## src/rtl/ram_copy_engine_pkg.sv

```systemverilog
// rtl/ram_copy_engine_pkg.sv - shared widths and state encoding for the RAM copy/fill engine
package ram_copy_engine_pkg;

  localparam int DEF_ADDR_W = 15;
  localparam int DEF_LEN_W  = 16;
  localparam int BUS_W      = 32;

  localparam logic [2:0] ST_IDLE       = 3'd0;
  localparam logic [2:0] ST_RD_ISSUE   = 3'd1;
  localparam logic [2:0] ST_RD_CAPTURE = 3'd2;
  localparam logic [2:0] ST_WR_ISSUE   = 3'd3;
  localparam logic [2:0] ST_DONE       = 3'd4;

  typedef enum logic [2:0] {
    S_IDLE       = ST_IDLE,
    S_RD_ISSUE   = ST_RD_ISSUE,
    S_RD_CAPTURE = ST_RD_CAPTURE,
    S_WR_ISSUE   = ST_WR_ISSUE,
    S_DONE       = ST_DONE
  } state_t;

endpackage

```

## src/rtl/ram_copy_engine.sv

```systemverilog
// rtl/ram_copy_engine.sv - word-granular block copy / fill bus initiator for the main RAM
module ram_copy_engine
  import ram_copy_engine_pkg::*;
#(
  parameter int ADDR_W = DEF_ADDR_W,
  parameter int LEN_W  = DEF_LEN_W
) (
  input  logic              clk,
  input  logic              rst,
  input  logic              start,
  input  logic              abort,
  input  logic [ADDR_W-1:0] cfg_src,
  input  logic [ADDR_W-1:0] cfg_dst,
  input  logic [LEN_W-1:0]  cfg_len,
  input  logic              cfg_fill,
  input  logic              cfg_desc,
  input  logic [BUS_W-1:0]  cfg_value,
  input  logic [3:0]        cfg_bytesel,
  output logic              bus_req,
  input  logic              bus_grant,
  output logic [ADDR_W-1:0] bus_addr,
  output logic [BUS_W-1:0]  bus_wrdata,
  output logic [3:0]        bus_wrbytesel,
  output logic              bus_write,
  input  logic [BUS_W-1:0]  bus_rddata,
  output logic              busy,
  output logic              done
);

  state_t            state, state_nx;
  logic [ADDR_W-1:0] src_ptr, dst_ptr, addr_hold, step;
  logic [LEN_W-1:0]  cnt;
  logic [BUS_W-1:0]  data_reg, value_reg;
  logic [3:0]        bytesel_reg;
  logic              fill_reg, desc_reg;
  logic              load, wr_fire;

  // Adding all-ones is a modulo-2^ADDR_W decrement, so both directions share one adder.
  assign step = desc_reg ? {ADDR_W{1'b1}} : ADDR_W'(1);

  always_comb begin
    state_nx      = state;
    bus_req       = 1'b0;
    bus_addr      = addr_hold;
    bus_wrdata    = '0;
    bus_wrbytesel = '0;
    bus_write     = 1'b0;
    busy          = (state != S_IDLE);
    done          = 1'b0;
    load          = 1'b0;
    wr_fire       = 1'b0;

    case (state)
      S_IDLE: begin
        if (start && !abort) begin
          if (cfg_len == '0) begin
            state_nx = S_DONE;
          end else begin
            load     = 1'b1;
            state_nx = cfg_fill ? S_WR_ISSUE : S_RD_ISSUE;
          end
        end
      end

      S_RD_ISSUE: begin
        bus_req  = 1'b1;
        bus_addr = src_ptr;
        if (abort)          state_nx = S_IDLE;
        else if (bus_grant) state_nx = S_RD_CAPTURE;
      end

      S_RD_CAPTURE: begin
        state_nx = abort ? S_IDLE : S_WR_ISSUE;
      end

      S_WR_ISSUE: begin
        bus_req       = 1'b1;
        bus_addr      = dst_ptr;
        bus_wrdata    = fill_reg ? value_reg : data_reg;
        bus_wrbytesel = bytesel_reg;
        // Strobe is gated by grant and abort combinationally so no stray write can slip out.
        bus_write     = bus_grant && !abort;
        wr_fire       = bus_write;
        if (abort) begin
          state_nx = S_IDLE;
        end else if (wr_fire) begin
          if (cnt == LEN_W'(1)) state_nx = S_DONE;
          else if (!fill_reg)   state_nx = S_RD_ISSUE;
        end
      end

      S_DONE: begin
        done     = 1'b1;
        state_nx = S_IDLE;
      end

      default: state_nx = S_IDLE;
    endcase
  end

  always_ff @(posedge clk or posedge rst) begin
    if (rst) begin
      state       <= S_IDLE;
      src_ptr     <= '0;
      dst_ptr     <= '0;
      addr_hold   <= '0;
      cnt         <= '0;
      data_reg    <= '0;
      value_reg   <= '0;
      bytesel_reg <= '0;
      fill_reg    <= 1'b0;
      desc_reg    <= 1'b0;
    end else begin
      state     <= state_nx;
      addr_hold <= bus_addr;
      if (load) begin
        src_ptr     <= cfg_src;
        dst_ptr     <= cfg_dst;
        cnt         <= cfg_len;
        value_reg   <= cfg_value;
        bytesel_reg <= cfg_bytesel;
        fill_reg    <= cfg_fill;
        desc_reg    <= cfg_desc;
      end
      // Read data arrives one clock after the address cycle whether or not we still own the bus.
      if (state == S_RD_CAPTURE) data_reg <= bus_rddata;
      if (wr_fire) begin
        cnt     <= cnt - LEN_W'(1);
        src_ptr <= src_ptr + step;
        dst_ptr <= dst_ptr + step;
      end
    end
  end

endmodule

```

## config.mk

```make
export PLATFORM = sky130hd
export DESIGN_NAME = ram_copy_engine
export DESIGN_NICKNAME = d
export VERILOG_FILES = /design/src/rtl/ram_copy_engine_pkg.sv /design/src/rtl/ram_copy_engine.sv
export SDC_FILE = /design/constraint.sdc
export NUM_CORES = 1
export LEC_CHECK = 0
export ABC_AREA = 1
export BUFFER_PORTS_ARGS = -buffer_cell sky130_fd_sc_hd__buf_2
export CELL_PAD_IN_SITES_DETAIL_PLACEMENT = 1
export CELL_PAD_IN_SITES_GLOBAL_PLACEMENT = 1
export CORE_AREA = 2 2 183 185
export DETAILED_ROUTE_END_ITERATION = 6
export DIE_AREA = 0 0 185 187
export PLACE_DENSITY_LB_ADDON = 0.1
export REMOVE_ABC_BUFFERS = 1
export SLEW_MARGIN = 20
export SYNTH_ARGS = -nofsm -noshare
export SYNTH_HDL_FRONTEND = slang
export SYNTH_SLANG_ARGS = --single-unit
```

## constraint.sdc

```tcl
create_clock -name clk -period 4.65 [get_ports clk]
set_clock_uncertainty 0.05 [all_clocks]
set_input_delay 0.6975 -clock clk [delete_from_list [all_inputs] [get_ports clk]]
set_output_delay 0.6975 -clock clk [all_outputs]
set_load 0.01 [all_outputs]
```

==> flow_summary.toml <==
[floorplan]
start_util_pct = 25.45
core_sq_um = 32860
die_h_um = 187
row_count = 67
io_pins = 176
fp.dieW_um = 185
dieArea_sq_um = 34600

[pwr]
p_comb_share_pct = 48.5
power_density_nw_per_um2 = 694.7
worst_ir_drop_vdd_mv = 0.2641
p_seq_share_pct = 29.2
p_int_w = 0.003947
power.clock.fraction_pct = 22.3
p_leak_nw = 5.785
p_sw_share_pct = 45.02
switching_power_w = 0.003232

[detailed_routing]
wl_um = 27790
drtPass1Iterations = 4
wl_per_cell_um = 14.97
drc = 0
drt-initial-drc-count = 327
routed_via_density = 4.384
vias = 8141
antenna_left = 0

[setup_path]
start_kind = "flop"
cp_max_fo = 30
r2r_slack_ps = 1820
r2r_end = "cnt[2]"
worstPathArrival_ps = 2530
crit_path_top_delay_cell = "inv_2"
crit_top_cell = "nor2_4"
required_ps = 3900
reg2reg_depth = 10
cp_cell_sequence = "nor2_4, nand2_4, nor2_4, nand2_2, inv_2, buf_2"
slowest_delay_ps = 510
crit_buf_inv = 2
r2r_start = "state[2]"
crit_family = "simple AND/OR/NAND/NOR gates"
worstSetupEndpointType = "primary output"
path_class = "flop to primary output"

[grt]
overflow = 0
antenna_found_initial = 1
grt_pass1_wl_um = 45110
grt_max_degree = 78
grt_use_total_pct = 16.76
first_global_vias = 8476

[cells_and_area]
utilization_pct = 31.45
stdcell_count = 1857
num-nets-final = 1548
fillers = 4182
num_antenna_cells = 0
layout-drive-gt1-share_pct = 16.96
area_growth_pct = 23.56

[clock_network]
cts_buffer_depth = 2
cts_made_buffers = 17
cts_resized = 0
cts_tree = "yes"
root_buffer = "clkbuf_16"
postCtsHoldBufs = 0
clock_sinks = 134
cts.clk_slew.worst_paths_ps = 70
clkLatencyLatePin_ps = 420
htree_levels = 4
cts_setup_buffers = 0

[yosys]
yosysSeqAreaShare_pct = 40.09
syn_area_sq_um = 8364
synth_cells = 1240
synth.ff_latch_count = 134
synthAdderAreaFrac_pct = 4.667
synth_simple_gate_area_share_pct = 31.61
synth_cell_type_count = 37
synth-async-reset-ratio_pct = 100.0
ys.flop_type = "dfrtp_1"
yosysWarnings = 0
synth_edf_count = 0
synth_top_family_by_area = "simple AND/OR/NAND/NOR gates"
synth.area.mux_share_pct = 0
synthXorXnorAreaFrac_pct = 0.6283
synth-compound-area-share_pct = 10.31
avgSynthCellArea_sq_um = 6.745

[sta]
hold_violations = 0
worst_pin_slew_ps = 1031
holdWs_ps = 365.8
max_freq_mhz = 305.0
min_period_ps = 3278
final.setup.tns_ps = 0
fin_crit_sh_pct = 70.50
relSlewSlack_pct = 31.27
setup_viol = 0
report.final.slew_viol_count = 0
rsz0062_at_grt = "false"

[placement]
hpwlAfterDp_um = 20010
place_congestion = 0.7831
io_buffers = 175
place_inst = 1826

[run]
cap_violations = 0

[worst_hold_path]
hp-class = "primary input to async pin"

[status]
status = "finished clean"
cell families (layout without fill, tap and decap cells):
family / count (synthesis) / count (layout)
AND/OR/NAND/NOR: 639 / 639
adder cells (fa/ha/maj): 30 / 30
XOR/XNOR: 6 / 6
AO/OA/AOI/OAI: 161 / 161
buffers and inverters: 270 / 439
flip-flops: 134 / 134
worst register-to-register path, stage by stage, from the launching register on:
cell and delay [ps]:
dfrtp_1 430, nor2_4 210, nand2_4 140, nor2_4 130
nand2_2 460, inv_2 520, buf_4 430, o21ai_0 160
o21ai_1 110, nand2_1 60, o21ai_1 70
Yosys cell counts (2+ instances only):
library cell | number | area (sq um)
a21oi_1 | 23 | 115.1
and2_1 | 4 | 25.02
buf_1 | 4 | 15.01
buf_2 | 12 | 60.06
buf_4 | 3 | 22.52
buf_6 | 3 | 33.78
clkbuf_1 | 24 | 90.09
dfrtp_1 | 134 | 3353
fa_1 | 2 | 40.04
ha_1 | 28 | 350.3
inv_1 | 219 | 822.0
inv_2 | 4 | 15.01
nand2_1 | 408 | 1531
nand3_1 | 95 | 475.5
nand4_1 | 16 | 100.1
nor2_1 | 92 | 345.3
nor2_2 | 2 | 12.51
nor2_4 | 2 | 22.52
nor3_1 | 4 | 20.02
o211ai_1 | 14 | 105.1
o21ai_0 | 113 | 565.5
o21ai_1 | 2 | 10.01
o21bai_1 | 2 | 15.01
o221ai_1 | 2 | 17.52
o22ai_1 | 3 | 18.77
or2_2 | 10 | 62.56
xor2_1 | 5 | 43.79
final cells by class:
type | count | area (sq um) | share of cell area [%]
inverters | 224 | 845.8 | 8.184
flip-flops and latches | 134 | 3354 | 32.46
clock inverters | 14 | 246.5 | 2.385
repair buffers | 184 | 943.4 | 9.128
well taps | 448 | 560.5 | 5.424
multi-input cells | 836 | 3959 | 38.31
clock buffers | 17 | 425.4 | 4.116
layer usage:
metal	share of wire [%]	global-route usage (%)	wire length (um)	vias to the layer above
li1	-	-	-	4157
met1	48	22.59	13240	3879
met2	48	28.26	13450	99
met3	3.3	2.745	927	6
met4	0.62	3.388	172	0
met5	0	0	0	-
power by group through the flow:
stage	logic (W)	registers (W)	clock network, W
finish	0.00348	0.00210	0.00160
global route	0.00409	0.00219	0.00170
CTS	0.00358	0.00211	0.00165
detailed placement	0.00355	0.00213	0
global placement	0.00351	0.00212	0
floorplan	0.00245	0.00203	0
worst max path at each step:
| stage | start | slack [ps] | cells after the start | to |
|---|---|---|---|---|
| final | state[2] | 1370 | 6 | bus_write |
| after global routing | state[2] | 1100 | 6 | bus_write |
| after CTS | state[2] | 1270 | 6 | bus_write |
| after detailed placement | abort | 1670 | 9 | cnt[2] |
| after global placement | abort | 1700 | 5 | bus_write |
| after floorplan | rst | 320 | 1 | addr_hold[0] |
stage by stage:
step	worst slack (ps)	power, W	area, sq um
floorplan	319.7	0.004482	8143
global placement	1701	0.005633	9663
CTS	1274	0.007332	10330
finish	1372	0.007179	10330
detailed placement	1673	0.005682	9663
global route	1095	0.007970	10330
cell usage in the layout (no fill, tap or decap), drive strengths merged:
cell type,synthesis,routed
o21bai,2,2
or2,10,10
a21oi,23,23
o31ai,1,1
o211ai,14,14
xnor2,1,1
fa,2,2
ha,28,28
a22oi,1,1
inv,223,227
nor4,1,1
dfrtp,134,134
clkinv,1,5
bufinv,0,6
o21ai,115,115
nand3b,1,1
nand4,16,16
and2,4,4
clkbuf,24,17
o22ai,3,3
o221ai,2,2
nand3,96,96
nor3b,1,1
nand2,410,410
nor3,4,4
xor2,5,5
buf,22,184
nor2,96,96
No activity file was read; power rests on OpenSTA's default activity.
